File: config.mk
export PLATFORM = sky130hd
export DESIGN_NAME = uart_rx_fsm
export DESIGN_NICKNAME = d
export VERILOG_FILES = /design/src/rtl/uart_rx_pkg.sv /design/src/rtl/uart_rx_sampler.sv /design/src/rtl/uart_rx_fsm.sv
export SDC_FILE = /design/constraint.sdc
export NUM_CORES = 1
export LEC_CHECK = 0
export CORE_MARGIN = 2
export CORE_UTILIZATION = 45
export DETAILED_ROUTE_END_ITERATION = 6
export GPL_TIMING_DRIVEN = 0
export PLACE_DENSITY = 0.7
export SETUP_SLACK_MARGIN = 0.05
export SKIP_LAST_GASP = 1
export SYNTH_ARGS = -nofsm -noshare
export SYNTH_HDL_FRONTEND = slang
export SYNTH_SLANG_ARGS = --single-unit
File: constraint.sdc
create_clock -name CLK -period 2.2 [get_ports CLK]
set_input_delay 0.55 -clock CLK [delete_from_list [all_inputs] [get_ports CLK]]
set_output_delay 0.55 -clock CLK [all_outputs]
set_load 0.02 [all_outputs]
File: src/rtl/uart_rx_pkg.sv
// Shared definitions for the UART receive frame controller: state encoding,
// counter bit-index constants, parity-type encodings and small helpers.
package uart_rx_pkg;

  typedef enum logic [2:0] {
    IDLE   = 3'd0,
    START  = 3'd1,
    DATA   = 3'd2,
    PARITY = 3'd3,
    STOP   = 3'd4,
    BREAK  = 3'd5
  } rx_state_e;

  // Bit_number values presented by the bit counter
  localparam logic [3:0] BITN_START      = 4'd0;
  localparam logic [3:0] BITN_FIRST_DATA = 4'd1;

  // PAR_TYP encodings
  localparam logic PAR_TYP_EVEN = 1'b0;
  localparam logic PAR_TYP_ODD  = 1'b1;

  // Two-out-of-three vote used to reject single-sample noise
  function automatic logic majority3(input logic a, input logic b, input logic c);
    return (a & b) | (a & c) | (b & c);
  endfunction

  // Increment that sticks at all-ones instead of wrapping
  function automatic logic [7:0] sat_inc8(input logic [7:0] v);
    return (v == 8'hFF) ? v : (v + 8'd1);
  endfunction

endpackage

File: src/rtl/uart_rx_sampler.sv
// Two-deep sample history of the serial line plus the majority vote that
// produces the bit value at the bit-centre strobe (uses the live line value
// as the third vote).
module uart_rx_sampler
  import uart_rx_pkg::*;
(
  input  logic clk,
  input  logic rst_n,
  input  logic rx_in,
  input  logic take_sample,
  output logic samp_bit
);

  logic [1:0] samp_q;
  logic [1:0] samp_d;

  // Shift the line value into the history on every sample strobe
  always_comb begin
    samp_d = samp_q;
    if (take_sample) begin
      samp_d = {samp_q[0], rx_in};
    end else begin
      samp_d = samp_q;
    end
  end

  // Sample history register
  always_ff @(posedge clk or negedge rst_n) begin
    if (!rst_n) begin
      samp_q <= 2'b00;
    end else begin
      samp_q <= samp_d;
    end
  end

  assign samp_bit = majority3(samp_q[1], samp_q[0], rx_in);

endmodule

File: src/rtl/uart_rx_fsm.sv
// UART receive frame controller. Detects the start edge, drives the bit
// counter, deserialises LSB-first data, checks parity and stop bit and emits
// one byte per good frame.
// Optional build macro UART_RX_ERR_CNT_EN adds saturating 8-bit parity and
// stop error counters (Par_Err_Cnt, Stp_Err_Cnt).
module uart_rx_fsm
  import uart_rx_pkg::*;
#(
  parameter int DATA_WIDTH = 8
) (
  input  logic                  CLK,
  input  logic                  RSTn,
  input  logic                  RX_IN,
  input  logic                  PAR_EN,
  input  logic                  PAR_TYP,
  input  logic                  Take_Sample,
  input  logic                  Valid,
  input  logic [3:0]            Bit_number,
  output logic                  Counter_En,
  output logic                  New_Fram,
  output logic                  Serial_En,
  output logic [DATA_WIDTH-1:0] P_DATA,
  output logic                  Data_Valid,
  output logic                  Par_Err,
  output logic                  Stp_Err
`ifdef UART_RX_ERR_CNT_EN
  ,
  output logic [7:0]            Par_Err_Cnt,
  output logic [7:0]            Stp_Err_Cnt
`endif
);

  localparam logic [3:0] LAST_DATA_BITN = BITN_FIRST_DATA + 4'(DATA_WIDTH - 1);

  rx_state_e             state_q, state_d;
  logic [DATA_WIDTH-1:0] shift_q, shift_d;
  logic [DATA_WIDTH-1:0] p_data_q, p_data_d;
  logic                  par_acc_q, par_acc_d;
  logic                  par_bad_q, par_bad_d;
  logic                  par_en_q, par_en_d;
  logic                  par_typ_q, par_typ_d;
  logic                  data_valid_q, data_valid_d;
  logic                  par_err_q, par_err_d;
  logic                  stp_err_q, stp_err_d;
  logic                  serial_en_q, serial_en_d;

  logic                  samp_bit_s;
  logic                  start_det_s;
  logic                  exp_par_s;

  uart_rx_sampler u_sampler (
    .clk         (CLK),
    .rst_n       (RSTn),
    .rx_in       (RX_IN),
    .take_sample (Take_Sample),
    .samp_bit    (samp_bit_s)
  );

  // Start edge only counts out of reset so the counter interface is quiet
  // while RSTn is held, whatever the line is doing.
  assign start_det_s = RSTn & (state_q == IDLE) & ~RX_IN;
  assign exp_par_s   = par_acc_q ^ (par_typ_q != PAR_TYP_EVEN);

  assign New_Fram   = start_det_s;
  assign Counter_En = ((state_q != IDLE) && (state_q != BREAK)) || start_det_s;
  assign Serial_En  = serial_en_q;
  assign P_DATA     = p_data_q;
  assign Data_Valid = data_valid_q;
  assign Par_Err    = par_err_q;
  assign Stp_Err    = stp_err_q;

  // Next-state, datapath and registered-output computation for the frame FSM
  always_comb begin
    state_d      = state_q;
    shift_d      = shift_q;
    p_data_d     = p_data_q;
    par_acc_d    = par_acc_q;
    par_bad_d    = par_bad_q;
    par_en_d     = par_en_q;
    par_typ_d    = par_typ_q;
    data_valid_d = 1'b0;
    par_err_d    = 1'b0;
    stp_err_d    = 1'b0;

    // Frame configuration is frozen at the start edge
    if (start_det_s) begin
      par_en_d  = PAR_EN;
      par_typ_d = PAR_TYP;
      par_acc_d = 1'b0;
      par_bad_d = 1'b0;
    end else begin
      par_en_d  = par_en_q;
      par_typ_d = par_typ_q;
    end

    case (state_q)
      IDLE: begin
        if (start_det_s) begin
          state_d = START;
        end else begin
          state_d = IDLE;
        end
      end

      START: begin
        if (Valid) begin
          // A high start-bit centre means the edge was a glitch
          state_d = samp_bit_s ? IDLE : DATA;
        end else begin
          state_d = START;
        end
      end

      DATA: begin
        if (Valid) begin
          shift_d   = {samp_bit_s, shift_q[DATA_WIDTH-1:1]};
          par_acc_d = par_acc_q ^ samp_bit_s;
          if (Bit_number == LAST_DATA_BITN) begin
            state_d = par_en_q ? PARITY : STOP;
          end else begin
            state_d = DATA;
          end
        end else begin
          state_d = DATA;
        end
      end

      PARITY: begin
        if (Valid) begin
          par_bad_d = (samp_bit_s != exp_par_s);
          state_d   = STOP;
        end else begin
          state_d = PARITY;
        end
      end

      STOP: begin
        if (Valid) begin
          if (samp_bit_s) begin
            // Back to IDLE at the stop centre so a tight next start is caught
            state_d = IDLE;
            if (par_bad_q) begin
              par_err_d = 1'b1;
            end else begin
              data_valid_d = 1'b1;
              p_data_d     = shift_q;
            end
          end else begin
            stp_err_d = 1'b1;
            par_err_d = par_bad_q;
            state_d   = BREAK;
          end
        end else begin
          state_d = STOP;
        end
      end

      BREAK: begin
        // A held-low line must go high again before a new frame can start
        if (RX_IN) begin
          state_d = IDLE;
        end else begin
          state_d = BREAK;
        end
      end

      default: begin
        state_d = IDLE;
      end
    endcase

    serial_en_d = (state_d == DATA);
  end

  // Frame FSM state, datapath and registered output pulses
  always_ff @(posedge CLK or negedge RSTn) begin
    if (!RSTn) begin
      state_q      <= IDLE;
      shift_q      <= '0;
      p_data_q     <= '0;
      par_acc_q    <= 1'b0;
      par_bad_q    <= 1'b0;
      par_en_q     <= 1'b0;
      par_typ_q    <= 1'b0;
      data_valid_q <= 1'b0;
      par_err_q    <= 1'b0;
      stp_err_q    <= 1'b0;
      serial_en_q  <= 1'b0;
    end else begin
      state_q      <= state_d;
      shift_q      <= shift_d;
      p_data_q     <= p_data_d;
      par_acc_q    <= par_acc_d;
      par_bad_q    <= par_bad_d;
      par_en_q     <= par_en_d;
      par_typ_q    <= par_typ_d;
      data_valid_q <= data_valid_d;
      par_err_q    <= par_err_d;
      stp_err_q    <= stp_err_d;
      serial_en_q  <= serial_en_d;
    end
  end

`ifdef UART_RX_ERR_CNT_EN
  logic [7:0] par_err_cnt_q, par_err_cnt_d;
  logic [7:0] stp_err_cnt_q, stp_err_cnt_d;

  // Counters step in the same cycle their error pulse becomes visible
  always_comb begin
    par_err_cnt_d = par_err_cnt_q;
    stp_err_cnt_d = stp_err_cnt_q;
    if (par_err_d) begin
      par_err_cnt_d = sat_inc8(par_err_cnt_q);
    end else begin
      par_err_cnt_d = par_err_cnt_q;
    end
    if (stp_err_d) begin
      stp_err_cnt_d = sat_inc8(stp_err_cnt_q);
    end else begin
      stp_err_cnt_d = stp_err_cnt_q;
    end
  end

  // Saturating error counter registers
  always_ff @(posedge CLK or negedge RSTn) begin
    if (!RSTn) begin
      par_err_cnt_q <= 8'd0;
      stp_err_cnt_q <= 8'd0;
    end else begin
      par_err_cnt_q <= par_err_cnt_d;
      stp_err_cnt_q <= stp_err_cnt_d;
    end
  end

  assign Par_Err_Cnt = par_err_cnt_q;
  assign Stp_Err_Cnt = stp_err_cnt_q;
`endif

endmodule

==> flow_metrics.py, run 1 <==
metrics = {
    "die": {
        "fp-row-count": 19,
        "die_width_um": 56.81,
        "ios": 25,
        "die-area_um2": 3227,
        "start_util": 0.4631,
        "core_area_um2": 2710,
        "die_height_um": 56.81,
    },
    "final_layout": {
        "fin_util": 0.6034,
        "finalInstanceArea_um2": 1635,
        "drive_gt1_frac": 0.3047,
        "seq_area_um2": 726.9,
        "syn_to_final_growth_pct": 30.31,
        "multiInputGateArea_um2": 509.2,
        "antennaDiodeCount": 0,
        "fill_cells": 229,
        "nets": 138,
    },
    "timing": {
        "slew_violations": 0,
        "skew_ns": 0.008297,
        "worst_slack_ns": 0.1440,
        "hold_slack_ns": 0.1403,
        "final_hold_viol_count": 0,
        "fin_crit_ns": 2.056,
        "worst_slew_pin_slew_ns": 0.5424,
        "period_share": 0.9345,
        "rsz0062_at_grt": "no",
        "slew_headroom": 0.6333,
        "finalSetupViolations": 0,
        "max_freq_ghz": 0.4864,
    },
    "yosys": {
        "synth_edf_count": 0,
        "synth.cells.most_frequent": "dfrtp_1, mux2_2, mux2_4",
        "ys_seq_elements": 29,
        "synthCells": 97,
        "synthArstFlopShare": 1.000,
        "ys_seq_area_frac": 0.5783,
        "synthTopCellsByArea": "dfrtp_1, mux2_2, mux2_4",
        "yosysWarnings": 0,
        "avgSynthCellArea_um2": 12.94,
        "post_synth_num_cell_types": 29,
        "synth_top_cell_area_share": 0.5783,
        "synth_ff_type": "dfrtp_1",
        "synth_area_um2": 1255,
        "synth_top_area_cell": "dfrtp_1",
        "yosys.cell_count.top_type": "dfrtp_1",
        "synth_nets": 108,
    },
    "placement": {
        "dp_slack_ns": -1.608,
        "port_buffers": 24,
        "dpl_cell_area_um2": 1534,
        "dp_hpwl_mm": 1.469,
        "place.gp.congestion": 0.8938,
    },
    "drt": {
        "drt-pass1-iter-count": 4,
        "drt_iter0_drc": 16,
        "routed_via_density": 5.208,
        "drc": 0,
        "num_vias": 828,
        "wirelength_mm": 2.105,
        "antenna_left": 0,
        "wl_per_cell_um": 13.24,
    },
    "cts": {
        "cts_inserted_buffers": 5,
        "cts_setup_buffers": 0,
        "cts_buffer_depth": 2,
        "clockRootBuffer": "clkbuf_4",
        "cts-hold-fix-buffers": 0,
        "path_clk_slew_ns": 0.09,
        "cts_sinks": 29,
        "cts_tree": "yes",
        "htree_levels": 2,
        "worstSkewPairLatency_ns": 0.32,
    },
    "grt": {
        "grt_overflow": 0,
        "grt_pass1_vias": 802,
        "grt_first_pass_wirelength_mm": 3.739,
        "grt_max_degree": 32,
        "grtUsageTotal": 0.1590,
        "antenna_found_initial": 0,
    },
    "setup_path": {
        "cp_max_fo": 6,
        "critPathCaptureType": "primary output",
        "cp_slowest_cell": "dlygate4sd2_1",
        "critPathLaunchType": "input pin",
        "worst-setup-path-type": "in2out",
        "slowest_delay_ns": 0.29,
        "cp_cell_sequence": "dlygate4sd2_1 > nor2_2 > nand3_4 > inv_1 > clkdlybuf4s15_2",
        "crit_buf_inv": 3,
        "path_delay_family": "buffers and inverters",
        "crit_required_ns": 1.65,
        "cp.arrival_ns": 1.51,
    },
    "pwr": {
        "p_per_area_nw_per_um2": 1196,
        "peakVddDrop_uv": 643.4,
        "p_leak_nw": 0.7725,
    },
    "status": {
        "status": "finished, final reports clean",
    },
    "min_path": {
        "hold_path_class": "in2async",
    },
    "run": {
        "maxCapViolCount": 0,
    },
}
==> cells by family after synthesis <==
kind of cell / after synthesis / synth area share
flip-flops: 29 / 0.5783
buffers and inverters: 9 / 0.03390
AND/OR/NAND/NOR: 28 / 0.1266
AO/OA/AOI/OAI: 9 / 0.04187
XOR/XNOR: 2 / 0.01396
adder cells (fa/ha/maj): 1 / 0.01096
multiplexers: 19 / 0.1944
==> path summary, 6_finish.rpt <==
check,startpoint,end,slack [ns],cells after the start
max in group asynchronous,RSTn,state_q[2]$_DFF_PN0_,1.75,1
setup reg to reg,u_sampler.samp_q[1]$_DFFE_PN0P_,P_DATA[0]$_DFFE_PN0P_,0.47,5
hold / removal,RSTn,u_sampler.samp_q[0]$_DFFE_PN0P_,0.14,1
setup / recovery,RX_IN,New_Fram,0.14,5
hold reg to reg,P_DATA[7]$_DFFE_PN0P_,P_DATA[7]$_DFFE_PN0P_,0.52,1
min in group CLK,P_DATA[7]$_DFFE_PN0P_,P_DATA[7]$_DFFE_PN0P_,0.52,1
==> sequential cells by signal, indices dropped and copies added, names as in the netlist <==
signal	flops
par_acc_q	1
par_en_q	1
par_typ_q	1
state_q	3
u_sampler.samp_q	2
Par_Err	1
Serial_En	1
Data_Valid	1
Stp_Err	1
shift_q	8
P_DATA	8
par_bad_q	1
==> worst register-to-register path: stages, from the launching register on <==
cell     delay, ns
dfrtp_1       0.37
maj3_4        0.23
nand2_2       0.06
or4_4         0.48
buf_6         0.17
mux2_4        0.30
==> metrics by stage <==
step           total power, mW  cells  TNS (ns)
3_5_place_dp             1.502    152    -10.95
4_1_cts                  1.969    159         0
6_report                 1.956    159         0
3_3_place_gp             1.485    152    -10.62
2_1_floorplan            1.257     97         0
5_1_grt                  2.083    159         0
==> area by class of cell <==
| cell class | instances | area share |
|---|---|---|
| Multi-Input combinational cell | 59 | 0.3114 |
| Clock buffer | 7 | 0.03366 |
| Inverter | 5 | 0.01148 |
| Sequential cell | 29 | 0.4445 |
| Tap cell | 31 | 0.02372 |
| Timing Repair Buffer | 24 | 0.1423 |
| Buffer | 3 | 0.01454 |
| Clock inverter | 1 | 0.01836 |
==> placed cells by master (no fill, tap or decap), types with 2 or more instances in the layout <==
cell type / instances
nor2_1: 3
buf_4: 2
inv_1: 5
o21ai_0: 5
nand3_1: 3
buf_2: 2
clkdlybuf4s50_1: 20
dfrtp_1: 28
mux2_2: 11
nand2_1: 6
clkbuf_4: 5
a31oi_1: 2
mux2_4: 8
nor3_1: 2
==> metal layers <==
metal / track usage / share of wire / vias to the layer above
met5: 0 / 0 / -
met4: 0.08970 / 0.028 / 0
met3: 0.06221 / 0.051 / 5
met2: 0.2176 / 0.47 / 21
met1: 0.2139 / 0.45 / 402
li1: - / - / 400
==> where the power goes <==
group / internal (mW) / leakage, nW / switching (mW)
clock: 0.271 / 0.0455 / 0.178
sequential: 0.713 / 0.380 / 0.143
combinational: 0.358 / 0.347 / 0.292
==> repair_timing <==
action | CTS | global route
pin swaps | 0 | 1
hold endpoints to repair | 0 | 0
gates resized for setup | 18 | 5
setup endpoints to repair | 10 | 2
Power figures use the tool's default switching activity.
==> run 2: changes to the inputs <==
--- a/config.mk
+++ b/config.mk
@@ -9,7 +9,7 @@
 export CORE_UTILIZATION = 45
 export DETAILED_ROUTE_END_ITERATION = 6
 export GPL_TIMING_DRIVEN = 0
-export PLACE_DENSITY = 0.7
+export PLACE_DENSITY = 0.71
 export SETUP_SLACK_MARGIN = 0.05
 export SKIP_LAST_GASP = 1
 export SYNTH_ARGS = -nofsm -noshare
==> run 2 against run 1 <==
Effect of this change: via count decreased by 0.85%; sequential share of layout area up 0.82 points; die area stayed put; cell area fell by 2.0%; fmax down 0.41%; critical path depth unchanged; largest cell class unchanged; global-route usage about the same; core utilization fell by 1.2 points; combinational power shrank 0.6%; first-iteration DRC count decreased by 38%; critical path type is now reg2out; final cell count is the same.
==> flow_metrics.py, run 2 (same netlist as run 1, synthesis figures left out) <==
metrics = {
    "timing": {
        "hold_slack_ns": 0.07244,
        "period_share": 0.9384,
        "max_freq_ghz": 0.4844,
        "final_hold_viol_count": 0,
        "finalSetupViolations": 0,
        "rsz0062_at_grt": "no",
        "fin_crit_ns": 2.064,
        "worst_slew_pin_slew_ns": 0.5304,
        "skew_ns": 0.01280,
        "slew_violations": 0,
        "slew_headroom": 0.6414,
    },
    "setup_path": {
        "cp_max_fo": 10,
        "crit_required_ns": 1.65,
        "critPathCaptureType": "primary output",
        "worst-setup-path-type": "reg2out",
        "rr_worst_depth": 4,
        "cp.arrival_ns": 1.51,
        "r2r-start": "state_q[2]$_DFF_PN0_",
        "r2r_end": "P_DATA[0]$_DFFE_PN0P_",
        "r2r_slack_ns": 0.48,
        "critPathLaunchType": "flop",
    },
    "drt": {
        "wl_per_cell_um": 13.32,
        "drc": 0,
        "routed_via_density": 5.164,
        "drt_iter0_drc": 10,
        "drt-pass1-iter-count": 4,
        "antenna_left": 0,
        "num_vias": 821,
        "wirelength_mm": 2.118,
    },
    "status": {
        "status": "finished, final reports clean",
    },
    "cts": {
        "path_clk_slew_ns": 0.10,
        "cts_inserted_buffers": 5,
        "cts-hold-fix-buffers": 0,
        "cts_setup_buffers": 0,
        "cts_buffer_depth": 2,
        "clockRootBuffer": "clkbuf_4",
        "cts_tree": "yes",
        "cts_sinks": 29,
        "htree_levels": 2,
        "worstSkewPairLatency_ns": 0.34,
    },
    "final_layout": {
        "multiInputGateArea_um2": 504.2,
        "seq_area_um2": 725.7,
        "fill_cells": 233,
        "fin_cells": 159,
        "drive_gt1_frac": 0.3047,
        "layout_common_cells": "dfrtp_1, clkdlybuf4s50_1, mux2_2",
        "syn_to_final_growth_pct": 27.72,
        "antennaDiodeCount": 0,
        "finalInstanceArea_um2": 1603,
        "nets": 138,
        "final_common_cell": "dfrtp_1",
    },
    "placement": {
        "dpl_cell_area_um2": 1534,
        "port_buffers": 24,
        "place.gp.congestion": 0.9006,
        "dp_cells": 152,
        "dp_hpwl_mm": 1.504,
    },
    "pwr": {
        "peakVddDrop_uv": 722.8,
        "p_int_mw": 1.185,
        "switching_power_mw": 0.6238,
        "p_per_area_nw_per_um2": 1128,
        "p_comb_frac": 0.357,
        "clockPowerShare": 0.172,
        "seqPwrFrac": 0.471,
        "swShare": 0.3449,
        "p_leak_nw": 0.7591,
    },
    "die": {
        "die_width_um": 56.81,
        "start_util": 0.4631,
        "core_area_um2": 2710,
        "ios": 25,
        "die-area_um2": 3227,
        "die_height_um": 56.81,
        "fp-row-count": 19,
    },
    "grt": {
        "antenna_found_initial": 0,
        "grt_overflow": 0,
        "grt_first_pass_wirelength_mm": 3.808,
        "grtUsageTotal": 0.1587,
        "grt_max_degree": 32,
        "grt_pass1_vias": 806,
    },
    "run": {
        "maxCapViolCount": 0,
    },
    "min_path": {
        "hold_path_class": "in2async",
    },
}
-- run 2: cell count changes in the layout (fill, tap and decap cells not counted), sizes merged --
cell / previous run / this run
buf: 5 / 3
bufinv: 1 / 0
clkinv: 0 / 2
clkinvlp: 0 / 1
-- run 2: metrics by stage --
step             util  total power [mW]  worst slack [ns]  setup TNS, ns
3_3_place_gp   0.5660             1.483            -1.566         -10.53
5_1_grt        0.5914             1.938           0.05239              0
3_5_place_dp   0.5660             1.508            -1.628         -11.06
6_report       0.5914             1.808            0.1356              0
2_1_floorplan       -             1.257            0.3694              0
4_1_cts        0.5891             1.827           0.06638              0
-- run 2: final cells by class --
type / count / share of cell area
timing repair buffer: 24 / 0.1475
buffer: 3 / 0.01483
clock inverter: 3 / 0.01093
multi-input combinational: 59 / 0.3146
inverter: 5 / 0.01171
sequential: 29 / 0.4528
clock buffer: 5 / 0.02342
tap: 31 / 0.02420
-- run 2: what timing repair did --
action                                  CTS  global route
endpoints found under the setup margin    8             2
resized for setup                        17             3
pin swaps                                 1             0
endpoints found under the hold margin     0             0
-- run 2: worst max path at each step --
| stage | startpoint | end | slack (ns) | cells past startpoint |
|---|---|---|---|---|
| floorplan | RX_IN | P_DATA[0]$_DFFE_PN0P_ | 0.37 | 5 |
| global placement | RSTn | New_Fram | -1.57 | 4 |
| detailed placement | RSTn | New_Fram | -1.63 | 4 |
| CTS | state_q[0]$_DFF_PN0_ | Counter_En | 0.07 | 5 |
| global route | state_q[0]$_DFF_PN0_ | New_Fram | 0.05 | 5 |
| finish | state_q[0]$_DFF_PN0_ | New_Fram | 0.14 | 5 |
-- run 2: worst max-delay path, cell delays in order, from the launching register on --
cell,delay (ns)
dfrtp_1,0.40
clkbuf_4,0.18
nor2_2,0.15
nand3_4,0.12
inv_1,0.08
clkdlybuf4s15_2,0.25
-- run 2: power groups by stage --
stage / clock, mW / sequential, mW / combinational (mW)
6_report: 0.311 / 0.851 / 0.646
2_1_floorplan: 0 / 0.872 / 0.385
4_1_cts: 0.325 / 0.853 / 0.649
3_5_place_dp: 0 / 0.850 / 0.658
3_3_place_gp: 0 / 0.841 / 0.643
5_1_grt: 0.354 / 0.883 / 0.701
-- run 2: metal layers --
layer | vias to the layer above | track usage | share of wire
met4 | 0 | 0.07973 | 0.025
met3 | 6 | 0.06452 | 0.046
li1 | 404 | - | -
met2 | 20 | 0.2159 | 0.46
met5 | - | 0 | 0
met1 | 391 | 0.2171 | 0.46
==> run 3: changes to the inputs <==
--- a/config.mk
+++ b/config.mk
@@ -9,7 +9,7 @@
 export CORE_UTILIZATION = 45
 export DETAILED_ROUTE_END_ITERATION = 6
 export GPL_TIMING_DRIVEN = 0
-export PLACE_DENSITY = 0.71
+export PLACE_DENSITY_LB_ADDON = 0.25
 export SETUP_SLACK_MARGIN = 0.05
 export SKIP_LAST_GASP = 1
 export SYNTH_ARGS = -nofsm -noshare
==> run 3 against run 2 <==
Effect of this change: first-iteration DRC count up 80%; register-to-register slack about the same; routed wire length down 1.3%; clock skew down 0.0021 ns; highest routed layer unchanged; critical endpoint unchanged; worst hold slack better by 0.014 ns.
==> flow_metrics.py, run 3 (same netlist as run 1, synthesis figures left out) <==
metrics = {
    "timing": {
        "finalSetupViolations": 0,
        "fin_crit_ns": 2.053,
        "slew_headroom": 0.6935,
        "worst_slack_ns": 0.1469,
        "final_hold_viol_count": 0,
        "worst_slew_pin_slew_ns": 0.4534,
        "skew_ns": 0.01072,
        "rsz0062_at_grt": "no",
        "hold_slack_ns": 0.08630,
        "max_freq_ghz": 0.4871,
        "slew_violations": 0,
        "period_share": 0.9332,
    },
    "final_layout": {
        "fill_cells": 225,
        "nets": 138,
        "layout_common_cells": "dfrtp_1, clkdlybuf4s50_1, mux2_2",
        "syn_to_final_growth_pct": 32.00,
        "antennaDiodeCount": 0,
        "final_common_cell": "dfrtp_1",
        "drive_gt1_frac": 0.3125,
        "finalInstanceArea_um2": 1657,
    },
    "setup_path": {
        "path_delay_family": "buffers and inverters",
        "crit_required_ns": 1.65,
        "r2r_end": "P_DATA[1]$_DFFE_PN0P_",
        "crit_buf_inv": 3,
        "crit_path_start": "RX_IN",
        "worst-setup-path-type": "in2out",
        "critPathLaunchType": "input pin",
        "r2r-start": "state_q[2]$_DFF_PN0_",
        "cp_cell_sequence": "dlygate4sd2_1 > nor2_2 > nand3_4 > inv_1 > clkdlybuf4s15_2",
        "r2r_slack_ns": 0.47,
        "rr_worst_depth": 4,
        "slowest_delay_ns": 0.29,
        "critPathCaptureType": "primary output",
        "cp_slowest_cell": "dlygate4sd2_1",
        "cp_max_fo": 6,
        "cp.arrival_ns": 1.50,
    },
    "drt": {
        "wl_per_cell_um": 13.14,
        "drt_iter0_drc": 18,
        "drc": 0,
        "drt-pass1-iter-count": 4,
        "met1_length_um": 938,
        "routed_via_density": 5.220,
        "num_vias": 830,
        "wirelength_mm": 2.090,
        "antenna_left": 0,
        "route.met3.wl_um": 108,
        "highest_layer": "met4",
        "wl_met2_mm": 1.016,
    },
    "die": {
        "core_area_um2": 2710,
        "die_height_um": 56.81,
        "fp-row-count": 19,
        "ios": 25,
        "die-area_um2": 3227,
        "start_util": 0.4631,
        "die_width_um": 56.81,
    },
    "placement": {
        "dp_hpwl_mm": 1.512,
        "port_buffers": 24,
        "dp_slack_ns": -1.640,
        "place.gp.congestion": 0.8104,
        "dpl_cell_area_um2": 1534,
    },
    "cts": {
        "worstSkewPairLatency_ns": 0.32,
        "cts_inserted_buffers": 5,
        "cts_sinks": 29,
        "cts_setup_buffers": 0,
        "htree_levels": 2,
        "cts-hold-fix-buffers": 0,
        "clockRootBuffer": "clkbuf_4",
        "cts_tree": "yes",
        "cts_buffer_depth": 2,
        "path_clk_slew_ns": 0.10,
    },
    "pwr": {
        "peakVddDrop_uv": 781.2,
        "p_per_area_nw_per_um2": 1227,
        "p_leak_nw": 0.7839,
        "total_power_mw": 2.033,
    },
    "status": {
        "status": "finished, final reports clean",
    },
    "grt": {
        "grt_first_pass_wirelength_mm": 3.843,
        "grtUsageTotal": 0.1556,
        "grt_overflow": 0,
        "grt_pass1_vias": 896,
        "antenna_found_initial": 0,
        "grt_max_degree": 32,
    },
    "run": {
        "maxCapViolCount": 0,
    },
    "min_path": {
        "hold_path_class": "in2async",
    },
}
run 3: cell count changes in the layout (fill, tap and decap cells not counted), sizes merged:
cell      before  now
bufinv         0    2
clkinv         2    1
clkinvlp       1    0
run 3: stage by stage:
stage	utilization	setup TNS, ns	std cells
final	0.6113	0	159
after global routing	0.6113	0	159
after CTS	0.6076	0	159
after detailed placement	0.5660	-11.50	152
after global placement	0.5660	-10.50	152
after floorplan	-	0	97
run 3: cell type report:
cell class / instances / area [µm²] / share of cell area
buffer: 3 / 23.77 / 0.01435
clock buffer: 5 / 37.54 / 0.02266
clock inverter: 3 / 65.06 / 0.03927
inverter: 5 / 18.77 / 0.01133
multi-input combinational: 59 / 510.5 / 0.3082
sequential: 29 / 725.7 / 0.4381
tap: 31 / 38.79 / 0.02341
timing repair buffer: 24 / 236.5 / 0.1427
run 3: routing by layer:
| layer | up-vias | GRT usage |
|---|---|---|
| li1 | 401 | - |
| met4 | 0 | 0.05316 |
| met5 | - | 0 |
| met2 | 22 | 0.2658 |
| met1 | 402 | 0.1792 |
| met3 | 5 | 0.05760 |
run 3: where the power goes:
group | leakage (nW) | internal [mW] | total, mW | switching (mW)
clock network | 0.0552 | 0.352 | 0.534 | 0.182
logic | 0.347 | 0.357 | 0.652 | 0.295
registers | 0.381 | 0.711 | 0.847 | 0.135
run 3: timing repair:
item	4_1_cts	5_1_grt
endpoints found under the hold margin	0	0
pin swaps	1	0
gates resized for setup	17	4
setup endpoints to repair	16	10
run 3: worst max-delay path by stage:
stage | to | slack, ns | cells after the start
finish | New_Fram | 0.15 | 5
global route | New_Fram | 0.07 | 5
CTS | Counter_En | 0.05 | 5
detailed placement | New_Fram | -1.64 | 4
global placement | New_Fram | -1.61 | 4
floorplan | P_DATA[0]$_DFFE_PN0P_ | 0.37 | 5
